<file path="src/rtl/tblink_rpc_hdl_pkg.sv">
// Shared types for the TbLink RPC invoke scheduler: request/table record
// layouts at the default widths and the scheduler FSM state encoding.
package tblink_rpc_hdl_pkg;

   localparam int PKG_METHOD_W = 16;
   localparam int PKG_DATA_W   = 64;
   localparam int PKG_ID_W     = 8;

   // One captured invoke request (default widths).
   typedef struct packed {
      logic [PKG_METHOD_W-1:0] method;
      logic [PKG_DATA_W-1:0]   params;
      logic                    blocking;
   } invoke_req_t;

   // One call-table entry: outstanding flag plus the call_id it waits on.
   typedef struct packed {
      logic                busy;
      logic [PKG_ID_W-1:0] id;
   } call_ent_t;

   typedef enum logic [0:0] {
      IDLE  = 1'b0,
      ISSUE = 1'b1
   } sched_state_e;

endpackage

</file>
<file path="src/rtl/tblink_rpc_rr_arb.sv">
// N-way round-robin arbiter. The search starts at the index after the last
// grant; the pointer moves only when the caller consumes the grant.
module tblink_rpc_rr_arb #(
   parameter int N_REQ = 4
) (
   input  logic                     clock,
   input  logic                     reset,
   input  logic [N_REQ-1:0]         eligible,
   input  logic                     advance,
   output logic [N_REQ-1:0]         grant,
   output logic [$clog2(N_REQ)-1:0] grant_idx,
   output logic                     any
);

   localparam int IDX_W = $clog2(N_REQ);

   logic [IDX_W-1:0] ptr_r;
   logic             found_s;

   assign any = |eligible;

   // Pick the first eligible index at or after the priority pointer.
   always_comb begin
      grant     = '0;
      grant_idx = '0;
      found_s   = 1'b0;
      for (int k = 0; k < N_REQ; k++) begin
         if (!found_s && eligible[(int'(ptr_r) + k) % N_REQ]) begin
            found_s                             = 1'b1;
            grant[(int'(ptr_r) + k) % N_REQ]    = 1'b1;
            grant_idx                           = IDX_W'((int'(ptr_r) + k) % N_REQ);
         end else begin
            found_s = found_s;
         end
      end
   end

   // Priority pointer: one past the consumed grant, wrapping at N_REQ.
   always_ff @(posedge clock) begin
      if (reset) begin
         ptr_r <= '0;
      end else if (advance) begin
         if (grant_idx == IDX_W'(N_REQ - 1)) begin
            ptr_r <= '0;
         end else begin
            ptr_r <= grant_idx + IDX_W'(1'b1);
         end
      end else begin
         ptr_r <= ptr_r;
      end
   end

endmodule

</file>
<file path="src/rtl/tblink_rpc_invoke_sched.sv">
// Shares one outbound TbLink RPC invoke channel among N_REQ requesters.
// Round-robin capture, call_id allocation that skips ids still in use,
// one outstanding blocking call per requester, responses routed by call_id.
module tblink_rpc_invoke_sched
   import tblink_rpc_hdl_pkg::*;
#(
   parameter int N_REQ    = 4,
   parameter int METHOD_W = PKG_METHOD_W,
   parameter int DATA_W   = PKG_DATA_W,
   parameter int ID_W     = PKG_ID_W
) (
   input  logic                      clock,
   input  logic                      reset,
   input  logic [N_REQ-1:0]          req_valid,
   output logic [N_REQ-1:0]          req_ready,
   input  logic [N_REQ-1:0]          req_blocking,
   input  logic [N_REQ*METHOD_W-1:0] req_method,
   input  logic [N_REQ*DATA_W-1:0]   req_params,
   output logic                      out_valid,
   input  logic                      out_ready,
   output logic [$clog2(N_REQ)-1:0]  out_ifinst,
   output logic [METHOD_W-1:0]       out_method,
   output logic [ID_W-1:0]           out_call_id,
   output logic [DATA_W-1:0]         out_params,
   input  logic                      rsp_valid,
   input  logic [ID_W-1:0]           rsp_call_id,
   input  logic [DATA_W-1:0]         rsp_data,
   output logic [N_REQ-1:0]          done_valid,
   output logic [DATA_W-1:0]         done_data,
   output logic [N_REQ-1:0]          busy,
   output logic                      err_unknown
);

   localparam int IDX_W = $clog2(N_REQ);

   logic [METHOD_W-1:0] method_a [N_REQ];
   logic [DATA_W-1:0]   params_a [N_REQ];

   sched_state_e        state_r, state_s;
   logic [N_REQ-1:0]    eligible_s, grant_s, cnt_hit_s, rsp_hit_s;
   logic [IDX_W-1:0]    grant_idx_s;
   logic                grant_any_s, collide_s, capture_s, bump_s, accept_s;

   logic [ID_W-1:0]     cnt_r;
   logic [N_REQ-1:0]    busy_r;
   logic [ID_W-1:0]     id_r [N_REQ];

   logic                out_valid_r, out_blocking_r;
   logic [IDX_W-1:0]    out_ifinst_r;
   logic [METHOD_W-1:0] out_method_r;
   logic [ID_W-1:0]     out_call_id_r;
   logic [DATA_W-1:0]   out_params_r;
   logic [N_REQ-1:0]    req_ready_r, done_valid_r;
   logic [DATA_W-1:0]   done_data_r;
   logic                err_unknown_r;

   // Per-requester views of the packed request buses and table compares.
   for (genvar g = 0; g < N_REQ; g++) begin : g_ent
      assign method_a[g]  = req_method[g*METHOD_W +: METHOD_W];
      assign params_a[g]  = req_params[g*DATA_W +: DATA_W];
      assign cnt_hit_s[g] = busy_r[g] & (id_r[g] == cnt_r);
      assign rsp_hit_s[g] = rsp_valid & busy_r[g] & (id_r[g] == rsp_call_id);
   end

   // A requester with a call in flight is not offered to the arbiter.
   assign eligible_s = req_valid & ~busy_r;
   assign collide_s  = |cnt_hit_s;

   tblink_rpc_rr_arb #(
      .N_REQ (N_REQ)
   ) u_arb (
      .clock     (clock),
      .reset     (reset),
      .eligible  (eligible_s),
      .advance   (capture_s),
      .grant     (grant_s),
      .grant_idx (grant_idx_s),
      .any       (grant_any_s)
   );

   // Next-state and strobes: capture in IDLE unless the counter hits a live id.
   always_comb begin
      state_s   = state_r;
      capture_s = 1'b0;
      bump_s    = 1'b0;
      accept_s  = 1'b0;
      case (state_r)
         IDLE: begin
            if (grant_any_s) begin
               bump_s = 1'b1;
               if (!collide_s) begin
                  capture_s = 1'b1;
                  state_s   = ISSUE;
               end else begin
                  capture_s = 1'b0;
               end
            end else begin
               bump_s = 1'b0;
            end
         end
         ISSUE: begin
            if (out_ready) begin
               accept_s = 1'b1;
               state_s  = IDLE;
            end else begin
               accept_s = 1'b0;
            end
         end
         default: begin
            state_s = IDLE;
         end
      endcase
   end

   // FSM state register.
   always_ff @(posedge clock) begin
      if (reset) begin
         state_r <= IDLE;
      end else begin
         state_r <= state_s;
      end
   end

   // Call-id counter and the captured invoke held on the out_* channel.
   always_ff @(posedge clock) begin
      if (reset) begin
         cnt_r          <= '0;
         out_valid_r    <= 1'b0;
         out_blocking_r <= 1'b0;
         out_ifinst_r   <= '0;
         out_method_r   <= '0;
         out_call_id_r  <= '0;
         out_params_r   <= '0;
         req_ready_r    <= '0;
      end else begin
         req_ready_r <= '0;
         if (bump_s) begin
            cnt_r <= cnt_r + ID_W'(1'b1);
         end else begin
            cnt_r <= cnt_r;
         end
         if (capture_s) begin
            out_valid_r    <= 1'b1;
            out_blocking_r <= req_blocking[grant_idx_s];
            out_ifinst_r   <= grant_idx_s;
            out_method_r   <= method_a[grant_idx_s];
            out_call_id_r  <= cnt_r;
            out_params_r   <= params_a[grant_idx_s];
            req_ready_r    <= grant_s;
         end else if (accept_s) begin
            out_valid_r <= 1'b0;
         end else begin
            out_valid_r <= out_valid_r;
         end
      end
   end

   // Call table: accepted blocking calls become busy; matching responses retire them.
   always_ff @(posedge clock) begin
      if (reset) begin
         for (int i = 0; i < N_REQ; i++) begin
            busy_r[i] <= 1'b0;
            id_r[i]   <= '0;
         end
      end else begin
         for (int i = 0; i < N_REQ; i++) begin
            if (accept_s && out_blocking_r && (out_ifinst_r == IDX_W'(i))) begin
               busy_r[i] <= 1'b1;
               id_r[i]   <= out_call_id_r;
            end else if (rsp_hit_s[i]) begin
               busy_r[i] <= 1'b0;
            end else begin
               busy_r[i] <= busy_r[i];
            end
         end
      end
   end

   // Response routing: done pulse to the owner, or an error pulse on a miss.
   always_ff @(posedge clock) begin
      if (reset) begin
         done_valid_r  <= '0;
         done_data_r   <= '0;
         err_unknown_r <= 1'b0;
      end else begin
         done_valid_r  <= rsp_hit_s;
         err_unknown_r <= rsp_valid & ~(|rsp_hit_s);
         if (|rsp_hit_s) begin
            done_data_r <= rsp_data;
         end else begin
            done_data_r <= done_data_r;
         end
      end
   end

   assign req_ready   = req_ready_r;
   assign out_valid   = out_valid_r;
   assign out_ifinst  = out_ifinst_r;
   assign out_method  = out_method_r;
   assign out_call_id = out_call_id_r;
   assign out_params  = out_params_r;
   assign done_valid  = done_valid_r;
   assign done_data   = done_data_r;
   assign busy        = busy_r;
   assign err_unknown = err_unknown_r;

endmodule

</file>
<file path="config.mk">
export PLATFORM = sky130hd
export DESIGN_NAME = tblink_rpc_invoke_sched
export DESIGN_NICKNAME = d
export VERILOG_FILES = /design/src/rtl/tblink_rpc_hdl_pkg.sv /design/src/rtl/tblink_rpc_rr_arb.sv /design/src/rtl/tblink_rpc_invoke_sched.sv
export SDC_FILE = /design/constraint.sdc
export NUM_CORES = 1
export LEC_CHECK = 0
export ABC_CLOCK_PERIOD_IN_PS = 7400
export BUFFER_PORTS_ARGS = -buffer_cell sky130_fd_sc_hd__buf_2
export CORE_AREA = 5 5 220 222
export CTS_BUF_LIST = sky130_fd_sc_hd__clkbuf_2 sky130_fd_sc_hd__clkbuf_4 sky130_fd_sc_hd__clkbuf_8
export DETAILED_ROUTE_END_ITERATION = 10
export DIE_AREA = 0 0 225 227
export GPL_ROUTABILITY_DRIVEN = 0
export GPL_TIMING_DRIVEN = 0
export RECOVER_POWER = 100
export REMOVE_ABC_BUFFERS = 1
export SYNTH_ARGS = -nofsm -noshare
export SYNTH_HDL_FRONTEND = slang
export SYNTH_HIERARCHICAL = 1
export SYNTH_SLANG_ARGS = --single-unit
</file>
<file path="constraint.sdc">
create_clock -name clock -period 7.4 [get_ports clock]
set_clock_uncertainty 0.1 [all_clocks]
set_input_delay 1.48 -clock clock [delete_from_list [all_inputs] [get_ports clock]]
set_output_delay 1.48 -clock clock [all_outputs]
set_load 0.01 [all_outputs]
</file>
==> results of run 1 <==
-- state kept, by name, summed over array words and instances (netlist names) --
name            flops
done_data          64
out_params         64
id_r               32
out_method         16
cnt_r               8
out_call_id         8
busy                4
done_valid          4
req_ready           4
out_ifinst          2
u_arb/ptr_r         2
err_unknown         1
out_blocking_r      1
out_valid           1
state_r             1
-- synth_stat cells, drive strengths merged, types with 10 or more instances --
| cell | count |
|---|---|
| dfxtp | 180 |
| a21oi | 161 |
| nand2 | 141 |
| nand3 | 105 |
| o21ai | 98 |
| mux4 | 85 |
| clkbuf | 63 |
| xor2 | 39 |
| buf | 38 |
| and2 | 32 |
| edfxtp | 32 |
| xnor2 | 30 |
| nor2 | 16 |
| and3 | 10 |
| nor2b | 10 |
| nor3 | 10 |
-- cell type report --
type,count,share of cell area [%]
Antenna cell,9,0.150
Clock buffer,59,4.88
Clock inverter,12,0.593
Inverter,6,0.150
Multi-Input combinational cell,789,38.6
Sequential cell,212,30.5
Tap cell,607,5.07
Timing Repair Buffer,596,20.1
-- through the flow --
stage	utilization, %	setup WS, ns	instances	hold WS, ns
finish	32.5	2.40	2290	0.347
CTS	33.0	3.51	2281	0.347
detailed placement	31.2	2.87	2210	0.340
global route	32.5	2.03	2287	0.367
floorplan	-	0.219	1007	0.348
global placement	30.3	-4.35	2185	0.335
-- metal layers --
layer	wire length (µm)	up-vias	global-route usage, %
li1	-	5101	-
met1	17600	5344	20.2
met2	23400	460	29.6
met3	3550	102	4.80
met4	1440	10	6.09
met5	55	-	0
-- logic make-up (layout without fill, tap and decap cells) --
group                      count (synthesis)  in the layout  share of synthesized area [%]
other                                      0              9                              0
and+or+nand+nor                          347            347                           15.3
buffers and inverters                    107            673                           4.21
AOI/OAI and AO/OA                        278            278                           13.7
adders and majority gates                  7              7                          0.812
muxes                                     88             88                           18.0
xor gates and xnor gates                  69             69                           5.60
DFF                                      212            212                           42.3
-- worst max-delay path: stages --
cell      delay (ns)
buf_2           0.08
nor2b_1         0.33
nor2_1          0.16
nand2_1         0.09
nor2b_1         0.58
o41a_1          0.94
clkbuf_1        1.11
buf_12          0.32
nand3_1         0.15
a21oi_1         0.14
-- worst max-delay path by stage --
stage                             from        endpoint  cells past startpoint  slack, ns
final                     req_valid[2]  out_params[63]                     10       2.40
after CTS                 req_valid[3]  u_arb/ptr_r[0]                     11       3.51
after global routing      req_valid[2]   out_method[6]                     10       2.03
after floorplan           req_valid[2]  out_blocking_r                      7       0.22
after global placement        cnt_r[3]  u_arb/ptr_r[0]                      9      -4.35
after detailed placement  req_valid[2]  u_arb/ptr_r[0]                     11       2.87
-- report_power, final --
part           switching [W]  internal [W]  total [W]
clock network       0.000529      0.000669    0.00120
logic               0.000959       0.00107    0.00203
registers          0.0000974       0.00132    0.00142
-- cells in the final DEF, fill, tap and decap left out, types with 2 or more instances in the layout --
| master | count |
|---|---|
| nor2b_1 | 10 |
| inv_1 | 6 |
| mux4_2 | 85 |
| clkbuf_4 | 13 |
| clkbuf_8 | 46 |
| o21ai_0 | 97 |
| edfxtp_1 | 32 |
| and2_1 | 11 |
| nor2_1 | 16 |
| a221oi_1 | 4 |
| ha_1 | 7 |
| buf_12 | 4 |
| clkinv_1 | 2 |
| mux2i_1 | 2 |
| o2bb2ai_1 | 4 |
| and2_0 | 21 |
| nor3_1 | 8 |
| buf_16 | 4 |
| a31oi_1 | 2 |
| clkinv_2 | 7 |
| nand2b_1 | 5 |
| buf_6 | 12 |
| a31o_2 | 4 |
| xor2_1 | 39 |
| nand3_1 | 105 |
| diode_2 | 9 |
| buf_2 | 400 |
| nor4_1 | 5 |
| clkbuf_1 | 174 |
| and3_1 | 10 |
| nand2_1 | 140 |
| xnor2_1 | 30 |
| a21oi_1 | 160 |
| buf_8 | 2 |
| dfxtp_1 | 180 |
| nor3_2 | 2 |
| nand4_1 | 7 |
| or3_1 | 2 |
==> impl_results.rst, run 1 <==
.. list-table::
   :header-rows: 1

   * - Metric
     - Value
   * - Worst R2R End
     - out_params[63]
   * - Clock transition at the registers of the reported paths
     - roughly 0.060 ns
   * - Largest net degree at the start of global routing
     - 90
   * - Worst setup slack for register-to-register paths
     - 3.01 ns
   * - Power density normalized to cell area
     - 310 nW/µm²
   * - Die Y
     - ~230 µm
   * - Number of cells traversed by the worst hold path
     - 2
   * - Wire length of the first global-routing pass
     - slightly below 70000 µm
   * - Worst Reg2Reg Path Length in Cells
     - 9
   * - Remaining global-route overflow
     - 0
   * - Violations in the final reports
     - capacitance limit, slew limit
   * - Area of the core
     - between 40000 and 50000 µm²
   * - Number of global-route vias before repair
     - 11170
   * - Die span in x
     - between 200 and 250 µm
   * - Most area-consuming cells after synthesis
     - dfxtp_1 33%, mux4_2 18%, edfxtp_1 8.9%
   * - Footprint of the multi-input gates
     - a little under 6000 µm²
   * - Die area
     - 51100 µm²
   * - Mean Syn Cell Area
     - 9.73 µm²
   * - WP data required
     - 7.80 ns
   * - Count of vias placed by the detailed router
     - between 10000 and 15000
   * - Buffer count from post-CTS setup fixing
     - 0
   * - Num CTS Buffers
     - 40
   * - Detail-routed net length per standard cell
     - 20.1 µm
   * - Slew @ Worst Pin
     - 1.66 ns
   * - Number of setup violations in the final report
     - 0
   * - Setup TNS after final layout
     - 0 ns
   * - Worst min-delay path class
     - register to register
   * - Shortest period the worst path allows
     - 5.00 ns
   * - Maximum vdd drop
     - roughly 200 µV
   * - H-tree Lvls
     - 2
   * - Hold path endpoint
     - done_data[2]
   * - WS Path Type
     - primary input to register
   * - Sequential Area
     - 4560 µm²
   * - Maximum clock insertion buffer count
     - 3
   * - Reg-to-reg critical path startpoint
     - busy[2]
   * - Flip-flop and latch count after synthesis
     - 212
   * - Number of flops mapped to enable cells by yosys
     - 32
   * - Number of DRC markers after the initial detailed-route iteration
     - about 760
   * - Most frequently used flop master after synthesis
     - dfxtp_1
   * - Count of yosys warnings during synthesis
     - 6
   * - Number of antenna violations at the first check in global routing
     - 25
   * - Data arrival time of the worst path
     - 5.40 ns
   * - Fin. Hold Viols
     - 0
   * - Global-route usage over all layers
     - roughly 17%
   * - Proportion of layout cells with a drive suffix above 1
     - 35.1%
   * - Maximum operating frequency
     - 200 MHz
   * - Count of fill cells added during filler insertion
     - 4838
   * - Post-Route WL
     - 46000 µm
   * - Sort of element at the end of the critical path
     - register
   * - Clk Latency, worst-skew pair
     - 0.57 ns
   * - Initial core utilization
     - 23.4%
   * - Vias per cell
     - 4.81
   * - Clock tree from TritonCTS
     - built
   * - Row count
     - 79
   * - Sequential cell area fraction in the yosys report
     - between 40% and 50%
   * - Number of resized instances in the post-cts repair step
     - 0
   * - Post-synthesis instance total
     - 1108
   * - Fraction of synthesized cell area taken by the top area cell type
     - 33.4%
   * - Count of distinct cell types in the synthesized netlist
     - 43
   * - Max-cap viol count
     - 1
   * - Detailed-router iteration count before antenna repair
     - 5
   * - Post-DRT Antenna Nets
     - 0
   * - Mapped Area
     - between 10000 and 15000 µm²
   * - Largest area contributor in the netlist
     - dfxtp_1
   * - Rel. slew slack
     - -10.8%
   * - Portion of the clock cycle consumed by the worst path in the final layout
     - about two thirds
   * - Clock root buffer
     - clkbuf_8
   * - DP Wirelength
     - 36800 µm
   * - Maximum fanout along the worst path
     - 49
   * - Post-CTS Hold Fix Bufs
     - 0
   * - Status
     - finished, violations left
   * - Async set-or-reset flop fraction in the synthesized netlist
     - 0%
   * - Cell area after placement
     - 14400 µm²
   * - Drc violations
     - 0
   * - Min-delay src
     - done_data[2]
   * - Number of nets in the layout
     - 2056
   * - Final Max Slew Viols
     - 39
   * - PortBufs
     - 571
   * - Unrepaired setup endpoints after global routing
     - false
   * - Area growth from synthesis to layout
     - 39.0%
   * - I/O pin count
     - 572
   * - Leakage power summed over all cells
     - 5.84 nW
   * - Clock sink total
     - about 210
   * - Overall power
     - 0.00465 W
   * - Post-layout instance area
     - 15000 µm²
   * - Nature of the critical path startpoint
     - primary input
No activity file was read; power rests on OpenSTA's default activity.
==> inputs of run 2 (changes only) <==
--- a/config.mk
+++ b/config.mk
@@ -5,12 +5,12 @@
 export SDC_FILE = /design/constraint.sdc
 export NUM_CORES = 1
 export LEC_CHECK = 0
-export ABC_CLOCK_PERIOD_IN_PS = 7400
+export ABC_CLOCK_PERIOD_IN_PS = 4100
 export BUFFER_PORTS_ARGS = -buffer_cell sky130_fd_sc_hd__buf_2
-export CORE_AREA = 5 5 220 222
+export CORE_AREA = 5 5 222 224
 export CTS_BUF_LIST = sky130_fd_sc_hd__clkbuf_2 sky130_fd_sc_hd__clkbuf_4 sky130_fd_sc_hd__clkbuf_8
 export DETAILED_ROUTE_END_ITERATION = 10
-export DIE_AREA = 0 0 225 227
+export DIE_AREA = 0 0 227 229
 export GPL_ROUTABILITY_DRIVEN = 0
 export GPL_TIMING_DRIVEN = 0
 export RECOVER_POWER = 100
==> constraint.sdc (replaced) <==
create_clock -name clock -period 4.1 [get_ports clock]
set_clock_uncertainty 0.1 [all_clocks]
set_input_delay 0.82 -clock clock [delete_from_list [all_inputs] [get_ports clock]]
set_output_delay 0.82 -clock clock [all_outputs]
set_load 0.01 [all_outputs]
==> run 2 against run 1 <==
  * The flow still finishes with violations (capacitance limit, slew limit)
  * Critical path depth is 1 higher
  * Sequential share of layout area is 0.24 points lower
  * Core utilization is 0.42 points lower
  * Die area is 1.8% higher
  * Non-clock buffer count stayed put
  * Clock-buffer cell count is 3 higher
  * First-iteration DRC count is 16% lower
  * Combinational power is 82% higher
  * Sequential power is 80% higher
  * Largest cell class unchanged
  * Largest power group unchanged
==> impl_results.rst, run 2 (synthesized netlist as in run 1, its figures left out) <==
.. list-table::
   :header-rows: 1

   * - Metric
     - Value
   * - Power density normalized to cell area
     - 566 nW/µm² (was 310 nW/µm²)
   * - Cell type of the slowest stage on the worst timing path
     - mux4_2 (was clkbuf_1)
   * - Row count
     - 80 (was 79)
   * - Portion of the clock cycle consumed by the worst path in the final layout
     - 93.1%
   * - Fin. Hold Viols
     - 0 (unchanged)
   * - Leakage power summed over all cells
     - 5.92 nW (was 5.84 nW)
   * - Nature of the critical path startpoint
     - register (was primary input)
   * - Max-cap viol count
     - 1 (unchanged)
   * - CP Cell Sequence
     - inv_1, ha_1, mux4_2, nor2b_4, o21ai_0, nand2_4, buf_16, buf_16, mux4_2, nand3_1, a21oi_1 (was buf_2, nor2b_1, nor2_1, nand2_1, nor2b_1, o41a_1, clkbuf_1, buf_12, nand3_1, a21oi_1)
   * - Post-DRT Antenna Nets
     - 0 (unchanged)
   * - Clock tree from TritonCTS
     - built (unchanged)
   * - Footprint of the multi-input gates
     - 5800 µm² (was 5790 µm²)
   * - Maximum operating frequency
     - around 260 MHz
   * - Maximum clock insertion buffer count
     - 3 (unchanged)
   * - Number of global-route vias before repair
     - 11246 (was 11170)
   * - Post-layout instance area
     - 15100 µm² (was 15000 µm²)
   * - Rel. slew slack
     - -23.4% (was -10.8%)
   * - Count of fill cells added during filler insertion
     - 4928 (was 4838)
   * - Cell area after placement
     - 14500 µm² (was 14400 µm²)
   * - Final non-filler cell total
     - 2299 (was 2290)
   * - Area of the core
     - 47100 µm² (was 46200 µm²)
   * - Hold path endpoint
     - done_data[20] (was done_data[2])
   * - Number of nets in the layout
     - 2057 (was 2056)
   * - Detailed-router iteration count before antenna repair
     - 4 (was 5)
   * - DP Wirelength
     - 36700 µm (was 36800 µm)
   * - H-tree Lvls
     - 2 (unchanged)
   * - I/O pin count
     - 572 (unchanged)
   * - Largest net degree at the start of global routing
     - 93 (was 90)
   * - Post-Route WL
     - 45800 µm (was 46000 µm)
   * - Number of DRC markers after the initial detailed-route iteration
     - 637 (was 758)
   * - Proportion of layout cells with a drive suffix above 1
     - 35.8% (was 35.1%)
   * - Number of cells traversed by the worst hold path
     - 2 (unchanged)
   * - Maximum fanout along the worst path
     - 43 (was 49)
   * - Post-CTS Hold Fix Bufs
     - 0 (unchanged)
   * - Drc violations
     - 0 (unchanged)
   * - Vias per cell
     - 4.81 (about the same)
   * - Clock transition at the registers of the reported paths
     - 0.06 ns (about the same)
   * - WS Path Type
     - register to register (was primary input to register)
   * - Initial core utilization
     - 22.9% (was 23.4%)
   * - Slew @ Worst Pin
     - 1.85 ns (was 1.66 ns)
   * - Shortest period the worst path allows
     - ~3.8 ns
   * - Number of antenna violations at the first check in global routing
     - 23 (was 25)
   * - Reg-to-reg critical path startpoint
     - u_arb/ptr_r[0] (was busy[2])
   * - Remaining global-route overflow
     - 0 (unchanged)
   * - Clk Latency, worst-skew pair
     - 0.59 ns (was 0.57 ns)
   * - Min Hold Slack
     - 0.349 ns (was 0.347 ns)
   * - Data arrival time of the worst path
     - 4.14 ns (was 5.40 ns)
   * - Clock sink total
     - 212 (unchanged)
   * - Worst Reg2Reg Path Length in Cells
     - 11 (was 9)
   * - Worst min-delay path class
     - register to register (unchanged)
   * - Die Y
     - 229 µm (was 227 µm)
   * - Most used cells in the layout excluding fill and tap cells
     - 402 x buf_2, 179 x dfxtp_1, 169 x clkbuf_1 (was 400 x buf_2, 180 x dfxtp_1, 174 x clkbuf_1)
   * - Detail-routed net length per standard cell
     - 19.9 µm (was 20.1 µm)
   * - Number of resized instances in the post-cts repair step
     - 0 (unchanged)
   * - Status
     - finished, violations left (unchanged)
   * - Die area
     - 52000 µm² (was 51100 µm²)
   * - Sequential Area
     - 4570 µm² (was 4560 µm²)
   * - Delay contributed by the slowest stage of the critical path
     - 0.64 ns (was 1.11 ns)
   * - Count of vias placed by the detailed router
     - 11053 (was 11017)
   * - Die span in x
     - 227 µm (was 225 µm)
   * - Placed cells
     - 2218 (was 2210)
   * - Num CTS Buffers
     - 41 (was 40)
   * - Final Max Slew Viols
     - 81 (was 39)
   * - Unrepaired setup endpoints after global routing
     - false (unchanged)
   * - Maximum vdd drop
     - 424 µV (was 201 µV)
   * - WP data required
     - 4.43 ns (was 7.80 ns)
   * - Global-route usage over all layers
     - 16.7% (was 17.0%)
   * - Buffer count from post-CTS setup fixing
     - 0 (unchanged)
   * - Wire length of the first global-routing pass
     - 67600 µm (was 67200 µm)
   * - Min-delay src
     - done_data[20] (was done_data[2])
   * - Worst R2R End
     - out_method[2] (was out_params[63])
   * - Violations in the final reports
     - capacitance limit, slew limit (unchanged)
   * - Sort of element at the end of the critical path
     - register (unchanged)
   * - Area growth from synthesis to layout
     - 40.1% (was 39.0%)
   * - Most common cell after layout, fill and taps aside
     - buf_2 (unchanged)
   * - Number of setup violations in the final report
     - 0 (unchanged)
   * - Worst setup slack for register-to-register paths
     - 0.28 ns (was 3.01 ns)
   * - Clock root buffer
     - clkbuf_8 (unchanged)
   * - PortBufs
     - 571 (unchanged)
[run 2: cell count changes in the layout (fill, tap and decap cells not counted), sizes merged]
| cell | before | now |
|---|---|---|
| bufinv | 1 | 2 |
| inv | 7 | 8 |
| clkinvlp | 1 | 0 |
| clkbuf | 233 | 234 |
| diode | 9 | 6 |
| buf | 422 | 424 |
[run 2: how the worst max path moves through the flow]
stage	cells after the start	slack [ns]	to	startpoint
after floorplan	9	-2.66	u_arb/ptr_r[0]	cnt_r[3]
after global placement	9	-7.21	u_arb/ptr_r[0]	cnt_r[4]
after detailed placement	12	0.05	u_arb/ptr_r[0]	req_valid[3]
after CTS	11	0.06	out_method[2]	u_arb/ptr_r[0]
after global routing	11	0.06	out_method[2]	u_arb/ptr_r[0]
final	11	0.28	out_method[2]	u_arb/ptr_r[0]
[run 2: through the flow]
step	setup slack [ns]	total power [W]	setup TNS [ns]	utilization, %
final	0.283	0.00855	0	32.1
after global routing	0.0612	0.00909	0	32.0
after CTS	0.0640	0.00875	0	32.6
after detailed placement	0.0458	0.00639	0	30.7
after global placement	-7.21	0.00528	-695.18	29.7
after floorplan	-2.66	0.00495	-239.31	-
[run 2: routing by layer]
| metal | routed length, µm | global-route usage, % | vias up | part of all wire [%] |
|---|---|---|---|---|
| met4 | 1440 | 6.02 | 14 | 3.1 |
| met1 | 17000 | 19.4 | 5376 | 37 |
| met3 | 3670 | 4.87 | 108 | 8.0 |
| li1 | - | - | 5103 | - |
| met5 | 90 | 0 | - | 0.20 |
| met2 | 23600 | 29.4 | 452 | 51 |
[run 2: final cells by class]
cell class	count	area share, %
Clock inverter	13	0.820
Sequential cell	212	30.2
Inverter	6	0.149
Clock buffer	62	5.11
Antenna cell	6	0.0994
Tap cell	615	5.09
Timing Repair Buffer	596	20.2
Multi-Input combinational cell	789	38.4
[run 2: worst max-delay path: cells and delay by family, from the launching register on]
kind / cells / cell delay, ns
buf+inv: 3 / 0.75
compound gates: 2 / 0.23
flops: 1 / 0.49
simple gates: 3 / 0.49
mux: 2 / 1.08
fa+ha+maj: 1 / 0.41
[run 2: power by group]
part | internal, W | switching (W)
Clock | 0.00134 | 0.000966
Sequential | 0.00239 | 0.000173
Combinational | 0.00194 | 0.00174
Total | 0.00567 | 0.00288
==> inputs of run 3 (changes only) <==
--- a/config.mk
+++ b/config.mk
@@ -5,15 +5,15 @@
 export SDC_FILE = /design/constraint.sdc
 export NUM_CORES = 1
 export LEC_CHECK = 0
+export ABC_AREA = 1
 export ABC_CLOCK_PERIOD_IN_PS = 4100
 export BUFFER_PORTS_ARGS = -buffer_cell sky130_fd_sc_hd__buf_2
-export CORE_AREA = 5 5 222 224
+export CORE_AREA = 5 5 218 220
 export CTS_BUF_LIST = sky130_fd_sc_hd__clkbuf_2 sky130_fd_sc_hd__clkbuf_4 sky130_fd_sc_hd__clkbuf_8
 export DETAILED_ROUTE_END_ITERATION = 10
-export DIE_AREA = 0 0 227 229
+export DIE_AREA = 0 0 223 225
 export GPL_ROUTABILITY_DRIVEN = 0
 export GPL_TIMING_DRIVEN = 0
-export RECOVER_POWER = 100
 export REMOVE_ABC_BUFFERS = 1
 export SYNTH_ARGS = -nofsm -noshare
 export SYNTH_HDL_FRONTEND = slang
==> run 3 against run 2 <==
  * The flow now finishes without violations
  * Synthesized cell count rose by 77%
  * Total power is 44% higher
  * Critical path depth is 6 higher
  * First-iteration DRC count up 91%
  * Die area fell by 3.5%
  * Non-clock buffer count decreased by 12
==> impl_results.rst, run 3 <==
.. list-table::
   :header-rows: 1

   * - Metric
     - Value
   * - Slew @ Worst Pin
     - 0.754 ns (was 1.85 ns)
   * - Area growth from synthesis to layout
     - 34.7% (was 40.1%)
   * - Clock sink total
     - 212 (unchanged)
   * - Reg-to-reg critical path startpoint
     - u_arb/ptr_r[1] (was u_arb/ptr_r[0])
   * - Detailed-router iteration count before antenna repair
     - 5 (was 4)
   * - Detail-routed net length per standard cell
     - 16.9 µm (was 19.9 µm)
   * - Number of global-route vias before repair
     - 13494 (was 11246)
   * - Maximum fanout along the worst path
     - 68 (was 43)
   * - Post-layout instance area
     - 16500 µm² (was 15100 µm²)
   * - Worst min-delay path class
     - register to register (unchanged)
   * - Die span in x
     - 223 µm (was 227 µm)
   * - Detailed-routing wirelength on met1
     - 20600 µm (was 17000 µm)
   * - DP Wirelength
     - 38900 µm (was 36700 µm)
   * - Min Hold Slack
     - 0.369 ns (was 0.349 ns)
   * - DR WL met3
     - 4710 µm (was 3670 µm)
   * - Sequential Area
     - 4570 µm² (unchanged)
   * - Count of fill cells added during filler insertion
     - 4916 (was 4928)
   * - Maximum operating frequency
     - 274 MHz (was 262 MHz)
   * - Clock root buffer
     - clkbuf_8 (unchanged)
   * - Nature of the critical path startpoint
     - register (unchanged)
   * - Sequential cell fraction of total power
     - 22.1% (was 30.0%)
   * - Post-DRT Antenna Nets
     - 0 (unchanged)
   * - Clk Latency, worst-skew pair
     - 0.58 ns (was 0.59 ns)
   * - Count of vias placed by the detailed router
     - 14621 (was 11053)
   * - Post-synthesis instance total
     - 1962 (was 1108)
   * - Sequential cell area fraction in the yosys report
     - 37.3% (was 42.3%)
   * - Area of the core
     - 45100 µm² (was 47100 µm²)
   * - Most common cell after layout, fill and taps aside
     - buf_2 (unchanged)
   * - Most used cells in the layout excluding fill and tap cells
     - 571 x buf_2, 554 x nor2_1, 378 x nand2_1 (was 402 x buf_2, 179 x dfxtp_1, 169 x clkbuf_1)
   * - Number of flops mapped to enable cells by yosys
     - 32 (unchanged)
   * - Unrepaired setup endpoints after global routing
     - false (unchanged)
   * - Proportion of layout cells with a drive suffix above 1
     - 28.2% (was 35.8%)
   * - Int Power
     - 0.00627 W (was 0.00567 W)
   * - Wire length of the first global-routing pass
     - 76800 µm (was 67600 µm)
   * - Drc violations
     - 0 (unchanged)
   * - Overall power
     - 0.0123 W (was 0.00855 W)
   * - Post-Route WL
     - 52500 µm (was 45800 µm)
   * - Fin. Hold Viols
     - 0 (unchanged)
   * - Clock tree from TritonCTS
     - built (unchanged)
   * - Number of antenna violations at the first check in global routing
     - 21 (was 23)
   * - Post-CTS Hold Fix Bufs
     - 0 (unchanged)
   * - Psw
     - 0.00607 W (was 0.00288 W)
   * - Number of setup violations in the final report
     - 0 (unchanged)
   * - Most used standard cells in the synthesized netlist
     - 555 x nor2_1, 380 x nand2_1, 212 x inv_1, 180 x dfxtp_1, 173 x o21ai_0 (was 180 x dfxtp_1, 161 x a21oi_1, 141 x nand2_1, 105 x nand3_1, 97 x o21ai_0)
   * - WP data required
     - 4.51 ns (was 4.43 ns)
   * - Clock transition at the registers of the reported paths
     - 0.06 ns (about the same)
   * - Global-route usage over all layers
     - 19.2% (was 16.7%)
   * - Launch point of the critical path
     - u_arb/ptr_r[1] (was u_arb/ptr_r[0])
   * - Placed cells
     - 3026 (was 2218)
   * - I/O pin count
     - 572 (unchanged)
   * - Num CTS Buffers
     - 40 (was 41)
   * - Most frequently used flop master after synthesis
     - dfxtp_1 (unchanged)
   * - Leakage power summed over all cells
     - 8.70 nW (was 5.92 nW)
   * - Vias per cell
     - 4.70 (was 4.81)
   * - Highest routing layer actually used
     - met5 (unchanged)
   * - Mean Syn Cell Area
     - 6.24 µm² (was 9.73 µm²)
   * - Async set-or-reset flop fraction in the synthesized netlist
     - 0% (unchanged)
   * - Count of yosys warnings during synthesis
     - 6 (unchanged)
   * - Footprint of the multi-input gates
     - 6240 µm² (was 5800 µm²)
   * - Cell area after placement
     - 15500 µm² (was 14500 µm²)
   * - Mapped Area
     - 12200 µm² (was 10800 µm²)
   * - Power density normalized to cell area
     - 748 nW/µm² (was 566 nW/µm²)
   * - Row count
     - 78 (was 80)
   * - Routed wire length on met2
     - 25300 µm (was 23600 µm)
   * - Cell with the most instances after synthesis
     - nor2_1 (was dfxtp_1)
   * - Maximum vdd drop
     - 659 µV (was 424 µV)
   * - Final non-filler cell total
     - 3114 (was 2299)
   * - Shortest period the worst path allows
     - 3.65 ns (was 3.82 ns)
   * - WS Path Type
     - register to register (unchanged)
   * - Fraction of synthesized cell area taken by the top area cell type
     - 29.4% (was 33.4%)
   * - Remaining global-route overflow
     - 0 (unchanged)
   * - Min-delay src
     - out_valid (was done_data[20])
   * - Largest net degree at the start of global routing
     - 136 (was 93)
   * - Number of DRC markers after the initial detailed-route iteration
     - 1219 (was 637)
   * - Maximum clock insertion buffer count
     - 3 (unchanged)
   * - Rel. slew slack
     - 49.6% (was -23.4%)
   * - Count of distinct cell types in the synthesized netlist
     - 43 (unchanged)
   * - Initial core utilization
     - 27.2% (was 22.9%)
   * - Net Sw Frac
     - 49.2% (was 33.7%)
   * - Most area-consuming cells after synthesis
     - dfxtp_1 29%, nor2_1 17%, nand2_1 12% (was dfxtp_1 33%, mux4_2 18%, edfxtp_1 8.9%)
   * - Final core utilization
     - 36.6% (was 32.1%)
   * - Flip-flop and latch count after synthesis
     - 212 (unchanged)
   * - H-tree Lvls
     - 2 (unchanged)
   * - Data arrival time of the worst path
     - 4.06 ns (was 4.14 ns)
   * - Largest area contributor in the netlist
     - dfxtp_1 (unchanged)
   * - Number of nets in the layout
     - 2882 (was 2057)
   * - Die area
     - 50200 µm² (was 52000 µm²)
   * - Portion of the clock cycle consumed by the worst path in the final layout
     - 89.0% (was 93.1%)
   * - Status
     - finished clean (was finished, violations left)
   * - Portion of total power attributed to the clock network
     - 17.9% (was 26.9%)
   * - Final Max Slew Viols
     - 0 (was 81)
   * - Sort of element at the end of the critical path
     - register (unchanged)
   * - PortBufs
     - 571 (unchanged)
   * - Max-cap viol count
     - 0 (was 1)
   * - Die Y
     - 225 µm (was 229 µm)
   * - Part of the total power dissipated in combinational logic
     - 60.0% (was 43.1%)
[run 3: final cells by class]
cell class              instances  share of cell area (%)
well taps                     600                    4.55
diodes                         15                   0.228
inverters                     231                    5.46
repair buffers                584                    19.1
clock inverters                 8                   0.448
multi-input cells            1402                    37.8
flip-flops and latches        212                    27.7
clock buffers                  62                    4.72
[run 3: power by group through the flow]
stage	Sequential [W]	Combinational [W]	Clock, W
global placement	0.00273	0.00541	0
CTS	0.00273	0.00724	0.00227
global route	0.00278	0.00825	0.00239
detailed placement	0.00277	0.00707	0
floorplan	0.00304	0.00403	0
finish	0.00273	0.00740	0.00221
[run 3: cell families after synthesis]
logic type	Yosys count	share of synthesized area [%]
simple gates	1097	36.2
buf+inv	349	12.1
xor+xnor	11	0.787
compound gates	286	12.9
fa+ha+maj	7	0.715
flops	212	37.3
[run 3: routing by layer]
| layer | vias to the layer above | track usage [%] |
|---|---|---|
| li1 | 7192 | - |
| met4 | 8 | 6.40 |
| met3 | 137 | 5.89 |
| met5 | - | 0 |
| met1 | 6636 | 23.5 |
| met2 | 648 | 32.5 |
[run 3: path summary, 6_finish.rpt]
kind	endpoint	slack, ns	cells past startpoint
max	out_params[58]	0.45	17
min	out_valid	0.37	2
max reg2reg	out_params[58]	0.45	17
min reg2reg	out_valid	0.37	2
[run 3: through the flow]
step / setup TNS, ns / setup WS (ns)
5_1_grt: 0 / 0.110
4_1_cts: 0 / 0.0167
3_5_place_dp: -14.57 / -0.543
3_3_place_gp: -808.92 / -9.22
2_1_floorplan: -335.54 / -4.08
6_report: 0 / 0.451
[run 3: timing repair]
item                       4_1_cts  5_1_grt
gates cloned                     1        1
pin swaps                        1        0
resized for setup                4       10
buffers inserted                 1        0
setup endpoints to repair       64       57
[run 3: worst max-delay path: stages, from the launching register on]
cell,delay (ns)
dfxtp_1,0.45
inv_1,0.19
ha_1,0.41
inv_1,0.11
nand3_1,0.09
nand2_1,0.11
o21ai_0,0.18
nand2_1,0.09
nand2_2,0.21
nand2_8,0.22
inv_8,0.27
buf_16,0.28
o21ai_1,0.17
o22ai_1,0.29
inv_1,0.08
nand3_1,0.10
nand2_1,0.06
nor2_1,0.10
